==> src/rtl/z16_instr_encoder_if.sv <==
// Field-bundle input and instruction-memory write port of the Z16 encoder.
// master: bundle producer / memory side (drives fields, valid, mem ready).
// slave:  the encoder (drives ready, write enable, address, data).
interface z16_instr_encoder_if #(
    parameter int ADDR_W = 8
) ();
    // field bundle, valid/ready handshake
    logic              i_valid;
    logic              o_ready;
    logic              i_last;
    logic [3:0]        i_opcode;
    logic [3:0]        i_rd;
    logic [3:0]        i_rs1;
    logic [3:0]        i_rs2;
    logic [15:0]       i_imm;
    // instruction-memory write port, we/ready handshake
    logic              o_mem_we;
    logic              i_mem_ready;
    logic [ADDR_W-1:0] o_mem_addr;
    logic [15:0]       o_mem_wdata;

    modport master (
        output i_valid, i_last, i_opcode, i_rd, i_rs1, i_rs2, i_imm, i_mem_ready,
        input  o_ready, o_mem_we, o_mem_addr, o_mem_wdata
    );

    modport slave (
        input  i_valid, i_last, i_opcode, i_rd, i_rs1, i_rs2, i_imm, i_mem_ready,
        output o_ready, o_mem_we, o_mem_addr, o_mem_wdata
    );
endinterface

==> src/rtl/z16_instr_encoder.sv <==
// Purpose: packs opcode/rd/rs1/rs2/imm bundles into Z16 words and writes them to imem.
// Latency: word accepted in cycle N is presented on the write port from cycle N+1.
// Backpressure: o_ready drops when the FIFO is full (independent of i_mem_ready); write held while i_mem_ready=0.
//
// Ports: i_clk, i_rst (sync, active-high), i_start/i_base_addr (program start),
//        bus (z16_instr_encoder_if.slave: bundle input + memory write port),
//        o_done (one-cycle end-of-program pulse), o_err/o_err_cnt (rejected bundles),
//        o_checksum (only when Z16_ENC_CHECKSUM_EN is defined: running sum of written words).
module z16_instr_encoder #(
    parameter int ADDR_W     = 8,
    parameter int FIFO_DEPTH = 4
) (
    input  logic              i_clk,
    input  logic              i_rst,
    input  logic              i_start,
    input  logic [ADDR_W-1:0] i_base_addr,
    z16_instr_encoder_if.slave bus,
    output logic              o_done,
    output logic              o_err,
    output logic [7:0]        o_err_cnt
`ifdef Z16_ENC_CHECKSUM_EN
    ,
    output logic [15:0]       o_checksum
`endif
);

    localparam int PTR_W = (FIFO_DEPTH > 1) ? $clog2(FIFO_DEPTH) : 1;
    localparam logic [PTR_W:0] DEPTH_C = (PTR_W + 1)'(FIFO_DEPTH);

    typedef enum logic [1:0] {
        ST_IDLE,
        ST_RUN,
        ST_DRAIN
    } state_t;

    state_t state_q;
    state_t state_d;

    logic [15:0]       fifo_mem [FIFO_DEPTH];
    logic [PTR_W-1:0]  rd_ptr;
    logic [PTR_W-1:0]  wr_ptr;
    logic [PTR_W:0]    count;
    logic              fifo_full;
    logic              fifo_empty;

    logic [ADDR_W-1:0] addr_q;
    logic [15:0]       enc_word;
    logic              enc_legal;
    logic              accept;
    logic              push;
    logic              pop;

    // immediate fits the field when every bit above the field's sign bit matches it
    logic              imm8_ok;
    logic              imm4_ok;

    assign fifo_full  = (count == DEPTH_C);
    assign fifo_empty = (count == '0);

    assign imm8_ok = (&bus.i_imm[15:7]) | ~(|bus.i_imm[15:7]);
    assign imm4_ok = (&bus.i_imm[15:3]) | ~(|bus.i_imm[15:3]);

    // ready deliberately ignores i_mem_ready: a full FIFO never accepts even if it pops this cycle
    assign bus.o_ready = (state_q == ST_RUN) && !fifo_full;
    assign accept      = bus.i_valid && bus.o_ready;
    // illegal bundles complete the handshake but never reach the FIFO
    assign push        = accept && enc_legal;
    assign pop         = bus.o_mem_we && bus.i_mem_ready;

    assign bus.o_mem_we    = !fifo_empty;
    assign bus.o_mem_addr  = addr_q;
    assign bus.o_mem_wdata = fifo_empty ? 16'h0000 : fifo_mem[rd_ptr];

    // field packing
    always_comb begin
        enc_word  = {bus.i_rs2, bus.i_rs1, bus.i_rd, bus.i_opcode};
        enc_legal = 1'b1;
        case (bus.i_opcode)
            4'h9: begin
                enc_word  = {bus.i_imm[7:0], bus.i_rd, bus.i_opcode};
                enc_legal = imm8_ok;
            end
            4'hA, 4'hC, 4'hD: begin
                enc_word  = {bus.i_imm[3:0], bus.i_rs1, bus.i_rd, bus.i_opcode};
                enc_legal = imm4_ok;
            end
            4'hB: begin
                enc_word  = {bus.i_rs2, bus.i_rs1, bus.i_imm[3:0], bus.i_opcode};
                enc_legal = imm4_ok;
            end
            4'hE, 4'hF: begin
                enc_word  = {8'h00, bus.i_rs2[1:0], bus.i_rs1[1:0], bus.i_opcode};
                enc_legal = (bus.i_rs1[3:2] == 2'b00) && (bus.i_rs2[3:2] == 2'b00);
            end
            default: begin
                enc_word  = {bus.i_rs2, bus.i_rs1, bus.i_rd, bus.i_opcode};
                enc_legal = 1'b1;
            end
        endcase
    end

    // next state and done pulse
    always_comb begin
        state_d = state_q;
        o_done  = 1'b0;
        case (state_q)
            ST_IDLE: begin
                if (i_start) begin
                    state_d = ST_RUN;
                end
            end
            ST_RUN: begin
                if (accept && bus.i_last) begin
                    state_d = ST_DRAIN;
                end
            end
            ST_DRAIN: begin
                // writes complete in the cycle they are accepted, so empty means nothing in flight
                if (fifo_empty) begin
                    state_d = ST_IDLE;
                    o_done  = 1'b1;
                end
            end
            default: begin
                state_d = ST_IDLE;
            end
        endcase
    end

    always_ff @(posedge i_clk) begin
        if (i_rst) begin
            state_q <= ST_IDLE;
        end else begin
            state_q <= state_d;
        end
    end

    // FIFO storage carries no reset; occupancy alone defines validity
    always_ff @(posedge i_clk) begin
        if (push) begin
            fifo_mem[wr_ptr] <= enc_word;
        end
    end

    always_ff @(posedge i_clk) begin
        if (i_rst) begin
            rd_ptr <= '0;
            wr_ptr <= '0;
            count  <= '0;
        end else begin
            if (push) begin
                wr_ptr <= wr_ptr + 1'b1;
            end
            if (pop) begin
                rd_ptr <= rd_ptr + 1'b1;
            end
            case ({push, pop})
                2'b10:   count <= count + 1'b1;
                2'b01:   count <= count - 1'b1;
                default: count <= count;
            endcase
        end
    end

    // write address; wraps naturally at 2^ADDR_W
    always_ff @(posedge i_clk) begin
        if (i_rst) begin
            addr_q <= '0;
        end else if ((state_q == ST_IDLE) && i_start) begin
            addr_q <= i_base_addr;
        end else if (pop) begin
            addr_q <= addr_q + 1'b1;
        end
    end

    // rejected-bundle flag and saturating count, cleared per program
    always_ff @(posedge i_clk) begin
        if (i_rst) begin
            o_err     <= 1'b0;
            o_err_cnt <= 8'h00;
        end else if ((state_q == ST_IDLE) && i_start) begin
            o_err     <= 1'b0;
            o_err_cnt <= 8'h00;
        end else if (accept && !enc_legal) begin
            o_err <= 1'b1;
            if (o_err_cnt != 8'hFF) begin
                o_err_cnt <= o_err_cnt + 8'h01;
            end
        end
    end

`ifdef Z16_ENC_CHECKSUM_EN
    logic [15:0] csum_q;

    always_ff @(posedge i_clk) begin
        if (i_rst) begin
            csum_q <= 16'h0000;
        end else if ((state_q == ST_IDLE) && i_start) begin
            csum_q <= 16'h0000;
        end else if (pop) begin
            csum_q <= csum_q + bus.o_mem_wdata;
        end
    end

    assign o_checksum = csum_q;
`endif

endmodule

==> src/flat_wrapper.sv <==
// flat-port wrapper written by rule: the top's interface ports become plain ports
module z16_instr_encoder_flat 
#(
    parameter int ADDR_W     = 8,
    parameter int FIFO_DEPTH = 4
)
  (i_clk, i_rst, i_start, i_base_addr, o_done, o_err, o_err_cnt, bus_i_valid, bus_i_last, bus_i_opcode, bus_i_rd, bus_i_rs1, bus_i_rs2, bus_i_imm, bus_i_mem_ready, bus_o_ready, bus_o_mem_we, bus_o_mem_addr, bus_o_mem_wdata);
  z16_instr_encoder_if #(.ADDR_W(ADDR_W)) bus_i ();
  input  logic i_clk;
  input  logic i_rst;
  input  logic i_start;
  input  logic [ADDR_W-1:0] i_base_addr;
  output logic o_done;
  output logic o_err;
  output logic [7:0] o_err_cnt;
  input wire logic [$bits(bus_i.i_valid)-1:0] bus_i_valid;
  input wire logic [$bits(bus_i.i_last)-1:0] bus_i_last;
  input wire logic [$bits(bus_i.i_opcode)-1:0] bus_i_opcode;
  input wire logic [$bits(bus_i.i_rd)-1:0] bus_i_rd;
  input wire logic [$bits(bus_i.i_rs1)-1:0] bus_i_rs1;
  input wire logic [$bits(bus_i.i_rs2)-1:0] bus_i_rs2;
  input wire logic [$bits(bus_i.i_imm)-1:0] bus_i_imm;
  input wire logic [$bits(bus_i.i_mem_ready)-1:0] bus_i_mem_ready;
  output wire logic [$bits(bus_i.o_ready)-1:0] bus_o_ready;
  output wire logic [$bits(bus_i.o_mem_we)-1:0] bus_o_mem_we;
  output wire logic [$bits(bus_i.o_mem_addr)-1:0] bus_o_mem_addr;
  output wire logic [$bits(bus_i.o_mem_wdata)-1:0] bus_o_mem_wdata;
  assign bus_i.i_valid = bus_i_valid;
  assign bus_i.i_last = bus_i_last;
  assign bus_i.i_opcode = bus_i_opcode;
  assign bus_i.i_rd = bus_i_rd;
  assign bus_i.i_rs1 = bus_i_rs1;
  assign bus_i.i_rs2 = bus_i_rs2;
  assign bus_i.i_imm = bus_i_imm;
  assign bus_i.i_mem_ready = bus_i_mem_ready;
  assign bus_o_ready = bus_i.o_ready;
  assign bus_o_mem_we = bus_i.o_mem_we;
  assign bus_o_mem_addr = bus_i.o_mem_addr;
  assign bus_o_mem_wdata = bus_i.o_mem_wdata;
  z16_instr_encoder #(.ADDR_W(ADDR_W), .FIFO_DEPTH(FIFO_DEPTH)) u_core (.i_clk(i_clk), .i_rst(i_rst), .i_start(i_start), .i_base_addr(i_base_addr), .bus(bus_i), .o_done(o_done), .o_err(o_err), .o_err_cnt(o_err_cnt));
endmodule
==> config.mk <==
export PLATFORM = sky130hd
export DESIGN_NAME = z16_instr_encoder_flat
export DESIGN_NICKNAME = d
export VERILOG_FILES = /design/src/rtl/z16_instr_encoder_if.sv /design/src/rtl/z16_instr_encoder.sv /design/src/flat_wrapper.sv
export SDC_FILE = /design/constraint.sdc
export NUM_CORES = 1
export LEC_CHECK = 0
export CAP_MARGIN = 20
export CORE_MARGIN = 3
export CORE_UTILIZATION = 35
export CTS_CLUSTER_SIZE = 40
export DETAILED_ROUTE_END_ITERATION = 7
export DONT_BUFFER_PORTS = 1
export PLACE_DENSITY = 0.46
export SETUP_SLACK_MARGIN = 0.2
export SLEW_MARGIN = 20
export SYNTH_ARGS = -nofsm -noshare
export SYNTH_HDL_FRONTEND = slang
export SYNTH_SLANG_ARGS = --single-unit
==> constraint.sdc <==
create_clock -name i_clk -period 3.2 [get_ports i_clk]
set_input_delay 0.32 -clock i_clk [delete_from_list [all_inputs] [get_ports i_clk]]
set_output_delay 0.32 -clock i_clk [all_outputs]
set_load 0.005 [all_outputs]
==> reports/metrics.csv <==
metric,value,unit
critical_path_s_top_delay_family,simple AND/OR/NAND/NOR gates,
clock_latency,340,ps
critical_path_launch_point_type,flip-flop,
number_of_nets_with_antenna_violations_after_routing,0,
die-width,117,um
totalNegativeSetupSlack,0,ps
setup_slack,588,ps
postCtsHoldBufs,0,
cts_tree,done,
syn_to_final_growth,10.6,%
ffs_latches_synth,92,
worst_path_most_repeated_cell,inv_1,
ys.flop_type,edfxtp_1,
grt.total_usage,14.6,%
drt-vias-per-instance,5.48,
worstPathArrival,2890,ps
finalPower,2.70,mW
rows,39,
n_antenna_cell,0,
power.density_cell_area,567,mW/mm^2
post-route-drc-count,0,
worstPathRequired,3480,ps
grt_max_degree,23,
tritoncts_num_sinks,92,
num_io_pins,82,
yosys_synthesis_warning_count,0,
power_leakage,1.53,nW
final_cells,486,
wirelength,9.40,mm
worst_ir_drop_vdd,0.261,mV
synthesis.instances,335,
number_of_distinct_library_cells_after_synthesis,51,
nFillCells,1118,
dpl_cell_area,0.00446,sq mm
routed_wire_per_std_cell,19.3,um
cts_inserted_buffers,9,
hold_viol_final,0,
status,finished clean,
die_area,0.0137,sq mm
async_flop_share,0,%
maxCapViolations,0,
clk_pin_slew,60,ps
first_pass_grt_wire_length,14.6,mm
max_freq,0.383,GHz
ys_seq_area_share,57.7,%
worst-path-buf-inv,2,
crit_chain,or3b_2 -> and2_1 -> o311a_4 -> inv_1 -> ha_1 -> inv_1 -> fa_1 -> xor2_1 -> or3_1 -> a21oi_1,
final-setup-viol-count,0,
port-buffer-count,0,
synthDominantCellAreaShare,44.7,%
period_share,81.6,%
floorplan.initialDensity,36.7,%
dr_total_vias,2665,
fin_hold_ws,40.1,ps
synth-edff-count,64,
place.detailed.hpwl,6.61,mm
grt_antenna_before_repair,0,
cp_slowest_cell,or3b_2,
worst-slew-pin-transition,878,ps
design_area,0.00476,sq mm
layout.nets,392,
clock_buffer_depth,2,
grt_overflow_total,0,
proportion_of_layout_cells_with_a_drive_suffix_above_1,13.7,%
synth_area_leaders,"edfxtp_1 45%, dfxtp_1 13%, mux4_2 8.4%",
period_needed,2610,ps
grt_pass1_vias,2563,
fin_worst_skew,9.08,ps
setup.worst_path.end_class,flip-flop,
hold_path_class,input pin to flip-flop,
drc_marker_count_from_the_first_detailed_route_iteration,178,
timing.max_slew.rel_slack,41.4,%
postCtsSetupRepairBufs,0,
cts_resized,0,
ctsHtreeMaxLevel,3,
slew_viol_final,0,
timing.setup.critical_path_class,flip-flop to flip-flop,
finalCoreUtilization,40.6,%
crit_path_max_fanout,7,
dp_cell_count,470,
postSynthNetCount,389,
yosysTopAreaCell,edfxtp_1,
chipHeight,117,um
detailedRoute.firstPassIterationCount,4,
timing.critical_path.slowest_cell_delay,470,ps
gpl.final_weighted_congestion,0.773,
pre_cts_slack,566,ps
grt_setup_unrepaired,no,
post_synth.cell_area_avg,12.8,sq um
mappedNetlistArea,0.00430,sq mm
ctsRootBufferMaster,clkbuf_16,
core,0.0117,sq mm
layout by cell type (no fill, tap or decap), types with 4 or more instances in the layout:
cell | synthesis | final
edfxtp_1 | 64 | 64
dfxtp_1 | 28 | 28
nor2_1 | 26 | 26
and2_1 | 21 | 21
nand2_1 | 21 | 21
mux4_2 | 16 | 16
inv_1 | 11 | 11
xor2_1 | 11 | 11
nand3_1 | 10 | 10
a21oi_1 | 10 | 10
o21ai_0 | 9 | 9
clkbuf_16 | 0 | 9
a22oi_1 | 8 | 8
a211oi_1 | 8 | 8
ha_1 | 7 | 7
buf_4 | 2 | 7
nor2b_1 | 5 | 5
a31oi_1 | 5 | 5
or4_1 | 5 | 5
and3_1 | 4 | 4
a22o_1 | 4 | 4
nor4_1 | 4 | 4
mux2i_1 | 4 | 4
o31ai_1 | 4 | 4
area by class of cell:
type | count | area [sq um] | area share (%)
Clock buffer | 12 | 246 | 5.18
Tap cell | 143 | 179 | 3.76
Timing Repair Buffer | 7 | 52.6 | 1.10
Clock inverter | 4 | 50.0 | 1.05
Multi-Input combinational cell | 217 | 1710 | 35.9
Inverter | 11 | 41.3 | 0.868
Sequential cell | 92 | 2480 | 52.2
power by group:
group          total, mW  switching (mW)  internal, mW
logic              0.308           0.176         0.133
clock network       1.05           0.424         0.625
registers           1.34          0.0291          1.31
total               2.70           0.629          2.07
registers in the layout, summed over array words and instances (netlist names), named ones only:
| register | cells |
|---|---|
| u_core.o_err | 1 |
| u_core.o_err_cnt | 8 |
| u_core.fifo_mem | 64 |
| u_core.bus.o_mem_addr | 8 |
| u_core.rd_ptr | 2 |
| u_core.count | 3 |
| u_core.state_q | 2 |
| u_core.wr_ptr | 2 |
worst register-to-register path, cell delays in order (launching register included):
cell and delay [ps]:
dfxtp_1 370, or3b_2 470, and2_1 240, o311a_4 180, inv_1 70, ha_1 170, inv_1 60, fa_1 380
xor2_1 160, or3_1 310, a21oi_1 140
worst paths after layout:
path	from	end	slack, ps	cells past startpoint
min	i_rst	u_core.count[2]$_SDFFE_PP0P_	40	1
max reg2reg	u_core.count[2]$_SDFFE_PP0P_	u_core.count[2]$_SDFFE_PP0P_	590	10
max	u_core.count[2]$_SDFFE_PP0P_	u_core.count[2]$_SDFFE_PP0P_	590	10
min reg2reg	u_core.o_err_cnt[1]$_SDFFE_PP0P_	u_core.o_err_cnt[1]$_SDFFE_PP0P_	510	2
cell usage after synthesis, drive strengths merged, types with 5 or more instances:
cell,number
xor2,11
clkbuf,7
mux4,16
edfxtp,64
a31oi,6
nand3,10
nor2,27
buf,8
o21ai,10
nand2,21
a211oi,8
nor2b,5
or4,6
a22oi,8
a21oi,10
ha,7
inv,11
and2,21
dfxtp,28
cell families (layout without fill, tap and decap cells):
| family | after synthesis | count (layout) | synth area share [%] |
|---|---|---|---|
| flip-flops | 92 | 92 | 57.7 |
| XOR/XNOR | 13 | 13 | 2.65 |
| AND/OR/NAND/NOR | 117 | 117 | 14.6 |
| multiplexers | 21 | 21 | 9.66 |
| buffers and inverters | 26 | 34 | 2.73 |
| adder cells (fa/ha/maj) | 8 | 8 | 2.50 |
| AO/OA/AOI/OAI | 58 | 58 | 10.2 |
per-layer routing:
| layer | routed length, um | GRT usage [%] | share of wire [%] | vias to the layer above |
|---|---|---|---|---|
| met4 | 102 | 3.21 | 1.1 | 0 |
| li1 | - | - | - | 1280 |
| met1 | 4130 | 19.8 | 44 | 1268 |
| met3 | 944 | 6.27 | 10 | 7 |
| met2 | 4230 | 21.9 | 45 | 110 |
| met5 | 0 | 0 | 0 | - |
(Power assumes the default switching activity.)
